### src/rtl/hazard_controller.sv
// hazard_controller: pipeline hazard sequencer for the 5-stage core.
// Covers what operand forwarding cannot resolve:
//   - load-use stalls
//   - IF/ID and ID/EX flushes on a branch/jump redirect
//   - whole-pipe freezes while data memory is busy
// Control outputs are combinational from state and inputs, so the reaction
// is in the same cycle. They are forced low while reset_n is low.
// Optional feature macro: HAZARD_STATS_EN. It adds the saturating
// luStallCount, flushCount and memWaitCount event counters.
module hazard_controller #(
  parameter logic [3:0] OP_LW        = 4'b0100,
  parameter logic [3:0] OP_NOP       = 4'b0000,
  parameter int         LU_STALL     = 1,
  parameter int         FLUSH_CYCLES = 1
) (
  input  logic       clk,
  input  logic       reset_n,
  input  logic [3:0] opId,
  input  logic [3:0] reg1Id,
  input  logic [3:0] reg2Id,
  input  logic       reg1UsedId,
  input  logic       reg2UsedId,
  input  logic [3:0] opEx,
  input  logic [3:0] regDestEx,
  input  logic       wrEnEx,
  input  logic       redirectEx,
  input  logic       memBusy,
  output logic       stallPc,
  output logic       stallIfId,
  output logic       bubbleEx,
  output logic       flushIfId,
  output logic       flushIdEx,
  output logic       stallAll,
  output logic [1:0] hzState
`ifdef HAZARD_STATS_EN
  ,
  output logic [15:0] luStallCount,
  output logic [15:0] flushCount,
  output logic [15:0] memWaitCount
`endif
);

  typedef enum logic [1:0] {
    ST_RUN   = 2'd0,
    ST_STALL = 2'd1,
    ST_FLUSH = 2'd2
  } hz_state_t;

  // Counter reload values: the first stall/flush cycle is spent in RUN,
  // so the counter covers only the remaining cycles.
  localparam logic [2:0] LU_RELOAD = 3'(LU_STALL - 1);
  localparam logic [2:0] FL_RELOAD = 3'(FLUSH_CYCLES - 1);

  hz_state_t  state_r;
  hz_state_t  state_next_s;
  logic [2:0] cnt_r;
  logic [2:0] cnt_next_s;
  logic       lu_hit_s;
  logic       stall_s;
  logic       flush_s;
  logic       mem_s;

  // Load-use detection.
  // True when the EX load writes a register that the ID instruction reads.
  function automatic logic lu_hit_f(
    input logic [3:0] op_id,
    input logic [3:0] r1,
    input logic [3:0] r2,
    input logic       r1_used,
    input logic       r2_used,
    input logic [3:0] op_ex,
    input logic [3:0] rd,
    input logic       wr_en
  );
    logic dep_s;
    dep_s = (r1_used && (r1 == rd)) || (r2_used && (r2 == rd));
    return (op_ex == OP_LW) && wr_en && (op_id != OP_NOP) && dep_s;
  endfunction

  assign lu_hit_s = lu_hit_f(opId, reg1Id, reg2Id, reg1UsedId, reg2UsedId,
                             opEx, regDestEx, wrEnEx);

  // State and remaining-cycle counter; an asynchronous reset aborts any sequence.
  always_ff @(posedge clk or negedge reset_n) begin
    if (!reset_n) begin
      state_r <= ST_RUN;
      cnt_r   <= 3'd0;
    end else begin
      state_r <= state_next_s;
      cnt_r   <= cnt_next_s;
    end
  end

  // Next-state logic and control intent.
  // Priority order: memBusy, then redirect, then load-use.
  always_comb begin
    state_next_s = state_r;
    cnt_next_s   = cnt_r;
    stall_s      = 1'b0;
    flush_s      = 1'b0;
    mem_s        = 1'b0;
    if (memBusy) begin
      // EX is frozen too, so pending redirect/load-use re-present later.
      mem_s = 1'b1;
    end else if (redirectEx) begin
      // A redirect wins in every state and abandons any stall in progress.
      flush_s = 1'b1;
      if (FLUSH_CYCLES > 1) begin
        state_next_s = ST_FLUSH;
        cnt_next_s   = FL_RELOAD;
      end else begin
        state_next_s = ST_RUN;
        cnt_next_s   = 3'd0;
      end
    end else begin
      case (state_r)
        ST_RUN: begin
          if (lu_hit_s) begin
            stall_s = 1'b1;
            if (LU_STALL > 1) begin
              state_next_s = ST_STALL;
              cnt_next_s   = LU_RELOAD;
            end else begin
              state_next_s = ST_RUN;
              cnt_next_s   = 3'd0;
            end
          end else begin
            state_next_s = ST_RUN;
            cnt_next_s   = 3'd0;
          end
        end
        ST_STALL: begin
          stall_s = 1'b1;
          if (cnt_r <= 3'd1) begin
            state_next_s = ST_RUN;
            cnt_next_s   = 3'd0;
          end else begin
            cnt_next_s = cnt_r - 3'd1;
          end
        end
        ST_FLUSH: begin
          // The dependent instruction is being flushed, so load-use is ignored.
          flush_s = 1'b1;
          if (cnt_r <= 3'd1) begin
            state_next_s = ST_RUN;
            cnt_next_s   = 3'd0;
          end else begin
            cnt_next_s = cnt_r - 3'd1;
          end
        end
        default: begin
          state_next_s = ST_RUN;
          cnt_next_s   = 3'd0;
        end
      endcase
    end
  end

  // Drive the outputs. Reset gating keeps every control low while reset_n is low.
  assign stallPc   = stall_s & reset_n;
  assign stallIfId = stall_s & reset_n;
  assign bubbleEx  = stall_s & reset_n;
  assign flushIfId = flush_s & reset_n;
  assign flushIdEx = flush_s & reset_n;
  assign stallAll  = mem_s   & reset_n;
  assign hzState   = state_r;

`ifdef HAZARD_STATS_EN
  logic [15:0] lu_cnt_r;
  logic [15:0] fl_cnt_r;
  logic [15:0] mw_cnt_r;

  // Saturating per-event-group cycle counters.
  always_ff @(posedge clk or negedge reset_n) begin
    if (!reset_n) begin
      lu_cnt_r <= 16'd0;
      fl_cnt_r <= 16'd0;
      mw_cnt_r <= 16'd0;
    end else begin
      if (stall_s && (lu_cnt_r != 16'hFFFF)) lu_cnt_r <= lu_cnt_r + 16'd1;
      if (flush_s && (fl_cnt_r != 16'hFFFF)) fl_cnt_r <= fl_cnt_r + 16'd1;
      if (mem_s   && (mw_cnt_r != 16'hFFFF)) mw_cnt_r <= mw_cnt_r + 16'd1;
    end
  end

  assign luStallCount = lu_cnt_r;
  assign flushCount   = fl_cnt_r;
  assign memWaitCount = mw_cnt_r;
`endif

endmodule

### config.mk
export PLATFORM = sky130hd
export DESIGN_NAME = hazard_controller
export DESIGN_NICKNAME = d
export VERILOG_FILES = /design/src/rtl/hazard_controller.sv
export SDC_FILE = /design/constraint.sdc
export NUM_CORES = 1
export LEC_CHECK = 0
export BUFFER_PORTS_ARGS = -buffer_cell sky130_fd_sc_hd__buf_2
export CAP_MARGIN = 0
export CORE_AREA = 2 2 39 41
export DETAILED_ROUTE_END_ITERATION = 10
export DIE_AREA = 0 0 41 43
export PLACE_DENSITY_LB_ADDON = 0.1
export SETUP_SLACK_MARGIN = 0.1
export SLEW_MARGIN = 20
export SYNTH_ARGS = -nofsm -noshare
export SYNTH_HDL_FRONTEND = slang
export SYNTH_SLANG_ARGS = --single-unit
export TNS_END_PERCENT = 20
### constraint.sdc
create_clock -name clk -period 1.45 [get_ports clk]
set_input_delay 0.0725 -clock clk [delete_from_list [all_inputs] [get_ports clk]]
set_output_delay 0.0725 -clock clk [all_outputs]
set_load 0.05 [all_outputs]
==> results of run 1 <==
[cells by family (layout without fill, tap and decap cells)]
family,after synthesis,after routing
compound gates,1,1
xor+xnor,8,8
buf+inv,5,32
other cells,1,2
simple gates,10,10
[layout by cell type (no fill, tap or decap), drive strengths merged]
cell    instances
buf            32
xor2            6
xnor2           2
nor3            2
nand3           2
conb            2
and2            1
nor2            1
nor4b           1
nand4           1
nor4            1
a211oi          1
and3b           1
[report_power, final]
group | total [uW] | internal, uW | switching (uW)
Clock | 0 | 0 | 0
Combinational | 97.4 | 43.5 | 53.9
Sequential | 0 | 0 | 0
[worst max path at each step]
stage	slack [ps]	to
CTS	100	stallPc
global placement	110	stallIfId
detailed placement	100	stallPc
global route	100	stallPc
finish	180	bubbleEx
floorplan	-10	stallIfId
[final cells by class]
class,count,share of cell area
repair buffers,32,0.488
well taps,16,0.0546
multi-input cells,21,0.457
[tightest hold or removal path, cell delays in order]
cell and delay (ps):
buf_2 110, and2_1 120, buf_2 200
[timing repair]
action                                  4_1_cts  5_1_grt
endpoints found under the setup margin        3        3
pin swaps                                     0        4
hold endpoints to repair                      0        0
gates resized for setup                       0       11
[layer usage]
metal / wire [um] / track usage / vias to the layer above
met3: 106 / 0 / 0
li1: - / - / 135
met2: 229 / 0.0875 / 26
met1: 152 / 0.0476 / 102
met5: 0 / 0 / -
met4: 0 / 0 / 0
[through the flow]
step,hold WS (ps),total power [uW],cells,setup slack (ps),cell area [um^2]
floorplan,351,54.6,26,-10.2,203
global placement,581,95.0,69,113,338
detailed placement,578,94.5,69,100,338
CTS,579,94.6,69,97.2,338
global route,591,107,69,100,367
finish,577,97.4,69,176,367
==> impl_metrics.ini, run 1 <==
[timing]
rsz0062_at_grt = false
post-route-period-util = 0.878
fin_crit_ps = 1270
hold_viol = 0
slew_viol_final = 0
max_freq_ghz = 0.785
setup_viol = 0
tns_ps = 0

[drt]
post_drt_wl_per_cell_um = 7.06
vias = 263
totalWireLength_um = 487
drc_errors = 0
ant_nets = 0
vias_per_cell = 3.81
drt_iter0_markers = 1
dr.pass1.iters = 2

[min_path]
min_path_type = primary input to primary output
hold_start = memBusy
hold_depth = 3
hold_end = stallAll

[power]
leakage_uw = 0.000191
vdd_drop_max_uv = 66.5
p_per_area_mw_per_mm2 = 266

[synthesis]
synth.area.top_cells = xor2_1 (29%), buf_4 (20%), xnor2_1 (9.5%)
synth_area_um2 = 184
yosys_warnings = 0
synth_top_cell_area_share = 0.286
yosys-top-cells-count = xor2_1 (6), buf_4 (5), nand3_1 (2), nor3_1 (2), xnor2_1 (2)
synthDistinctLibCells = 13
yosys.area.top_type = xor2_1
synth_top_family_by_area = XOR/XNOR gates
synthAdderAreaFrac = 0
avgSynthCellArea_um2 = 7.36
synth_compound_area_frac = 0.0680
synth_most_common_cell = xor2_1
synthCells = 25
muxShareOfSynthArea = 0
synthSimpleGateAreaFrac = 0.327
synth_xor_area_frac = 0.381
ys_seq_area_frac = 0

[layout]
clock_buffers = 0
num_antenna_cells = 0
finalNetCount = 82
area_delta_synth_final_pct = 99.3
multi_input_area_um2 = 168
final_util = 0.265
drive_gt1_frac = 0.660
seq_cells = 0
num-fill-cells = 161
seqCellArea_um2 = 0

[global_route]
gr-total-overflow = 0
grt_max_degree = 4
grt_pass1_wl_um = 565
grt_use_total = 0.0430
antenna_found_initial = 0
grt_pass1_vias = 175

[critical_path]
worstPathMaxFanout = 3
crit_family = simple AND/OR/NAND/NOR gates
worstPathArrival_ps = 1200
crit_type = primary input to primary output
crit_chain = buf_2, nor4b_1, nand4_1, a211oi_4, buf_6
cp_num_cells = 5
crit_required_ps = 1380
worst-path-buf-inv = 2
worstSetupEndpointType = primary output
startpoint = memBusy
crit_path_max_incr_delay_ps = 320
startpoint_type = primary input
slowest_stage = a211oi_4

[status]
status = complete, no violations

[floorplan]
die_width_um = 41
initial_core_util = 0.133
die_h_um = 43
ioPinCount = 35
rows = 14
dieArea_mm2 = 0.00176
core_mm2 = 0.00138

[placed_design]
gp_congestion = 0.540
hpwlAfterDp_um = 465
port_buffers = 32

[run]
drv_cap = 0

[clock_network]
cts_hold_buf = 0
cts_setup_buffers = 0
Note: power is estimated with default switching activity, not from simulation.
==> inputs of run 2 (changes only) <==
GPL_TIMING_DRIVEN = 0   (was not set)
PLACE_DENSITY = 0.51   (was not set)
PLACE_DENSITY_LB_ADDON = not set   (was 0.1)
clock period = 1.18 ns   (was 1.45 ns; I/O delays follow)
==> impl_metrics.ini, run 2 (synthesized netlist as in run 1, its figures left out) <==
[status]
violations = setup timing
status = finished, violations left

[timing]
tns_ps = -222
hold_viol = 0
rsz0062_at_grt = true
timing.final.ws_setup_ps = -80.5
setup_viol = 3
hold_slack_ps = 556
max_freq_ghz = 0.793
post-route-period-util = 1.07
slew_viol_final = 0
fin_crit_ps = 1260

[critical_path]
worst-path-buf-inv = 3
crit_path_max_incr_delay_ps = 310
worstPathArrival_ps = 1200
crit_required_ps = 1120
crit_chain = buf_6, xor2_2, nor3_2, nand3_2, a211oi_4, buf_6, buf_8
worstPathMaxFanout = 3
crit_type = primary input to primary output
crit_family = buffers and inverters
slowest_stage = a211oi_4
startpoint_type = primary input
worstSetupEndpointType = primary output
crit_top_cell = buf_6

[floorplan]
dieArea_mm2 = 0.00176
die_width_um = 41
rows = 14
initial_core_util = 0.133
ioPinCount = 35
die_h_um = 43
core_mm2 = 0.00138

[layout]
num_antenna_cells = 0
area_delta_synth_final_pct = 150
finalNetCount = 87
clock_buffers = 0
final_common_cell = buf_2
mostFrequentLayoutCells = buf_2 (26), buf_6 (5), xor2_1 (4), buf_4 (4)
seqCellArea_um2 = 0
seq_cells = 0
drive_gt1_frac = 0.759

[global_route]
antenna_found_initial = 0
grt_pass1_wl_um = 786
grtUsageMet2 = 0.122
grt_use_total = 0.0580
grt_pass1_vias = 230
top_usage_layer = met2
use_met1 = 0.0603
use_met3 = 0
grt_max_degree = 4
gr-total-overflow = 0

[power]
swShare = 0.513
p_int_uw = 68.7
power_frac_comb = 1.000
seq_power_share = 0
vdd_drop_max_uv = 105
power.share.clock = 0
power_switching_uw = 72.3
power_uw = 141
leakage_uw = 0.000231
p_per_area_mw_per_mm2 = 306

[drt]
vias = 282
post_drt_wl_per_cell_um = 7.58
vias_per_cell = 3.81
drt_iter0_markers = 0
totalWireLength_um = 561
drc_errors = 0
ant_nets = 0
dr.pass1.iters = 1

[placed_design]
gp_congestion = 0.614
hpwlAfterDp_um = 512
port_buffers = 32

[clock_network]
cts_hold_buf = 0
cts_setup_buffers = 0

[run]
drv_cap = 0

[min_path]
min_path_type = primary input to primary output
## run 2: area by class of cell
type | count | area, um^2
buffer | 5 | 45.0
timing repair buffer | 32 | 201
tap | 16 | 20.0
multi-input combinational | 21 | 194
fill | 154 | 923
## run 2: path summary, 6_finish.rpt
path	startpoint	to	slack, ps	depth (start not counted)
setup / recovery	reg2Id[0]	stallPc	-80	7
hold / removal	memBusy	stallAll	560	3
## run 2: worst min-delay path, stage by stage
cell,delay [ps]
buf_2,110
and2_1,120
buf_2,200
## run 2: routing by layer
metal	share of wire	vias up
met5	0	-
met4	0	0
li1	-	143
met1	0.32	117
met2	0.54	22
met3	0.14	0
## run 2: power groups by stage
stage	Combinational, uW	Clock [uW]	Sequential (uW)
after floorplan	67.1	0	0
after global placement	122	0	0
after detailed placement	123	0	0
after CTS	126	0	0
after global routing	154	0	0
final	141	0	0
## run 2: repair_timing
item | CTS | global route
setup endpoints to repair | 3 | 3
resized for setup | 8 | 8
pin swaps | 5 | 9
## run 2: per-stage QoR
step	setup WS, ps	instance area (um^2)	util	std cells
after floorplan	-253	203	-	26
after global placement	-296	383	0.277	74
after detailed placement	-271	383	0.277	74
after CTS	-154	412	0.297	74
after global routing	-152	460	0.333	74
final	-80.5	460	0.333	74
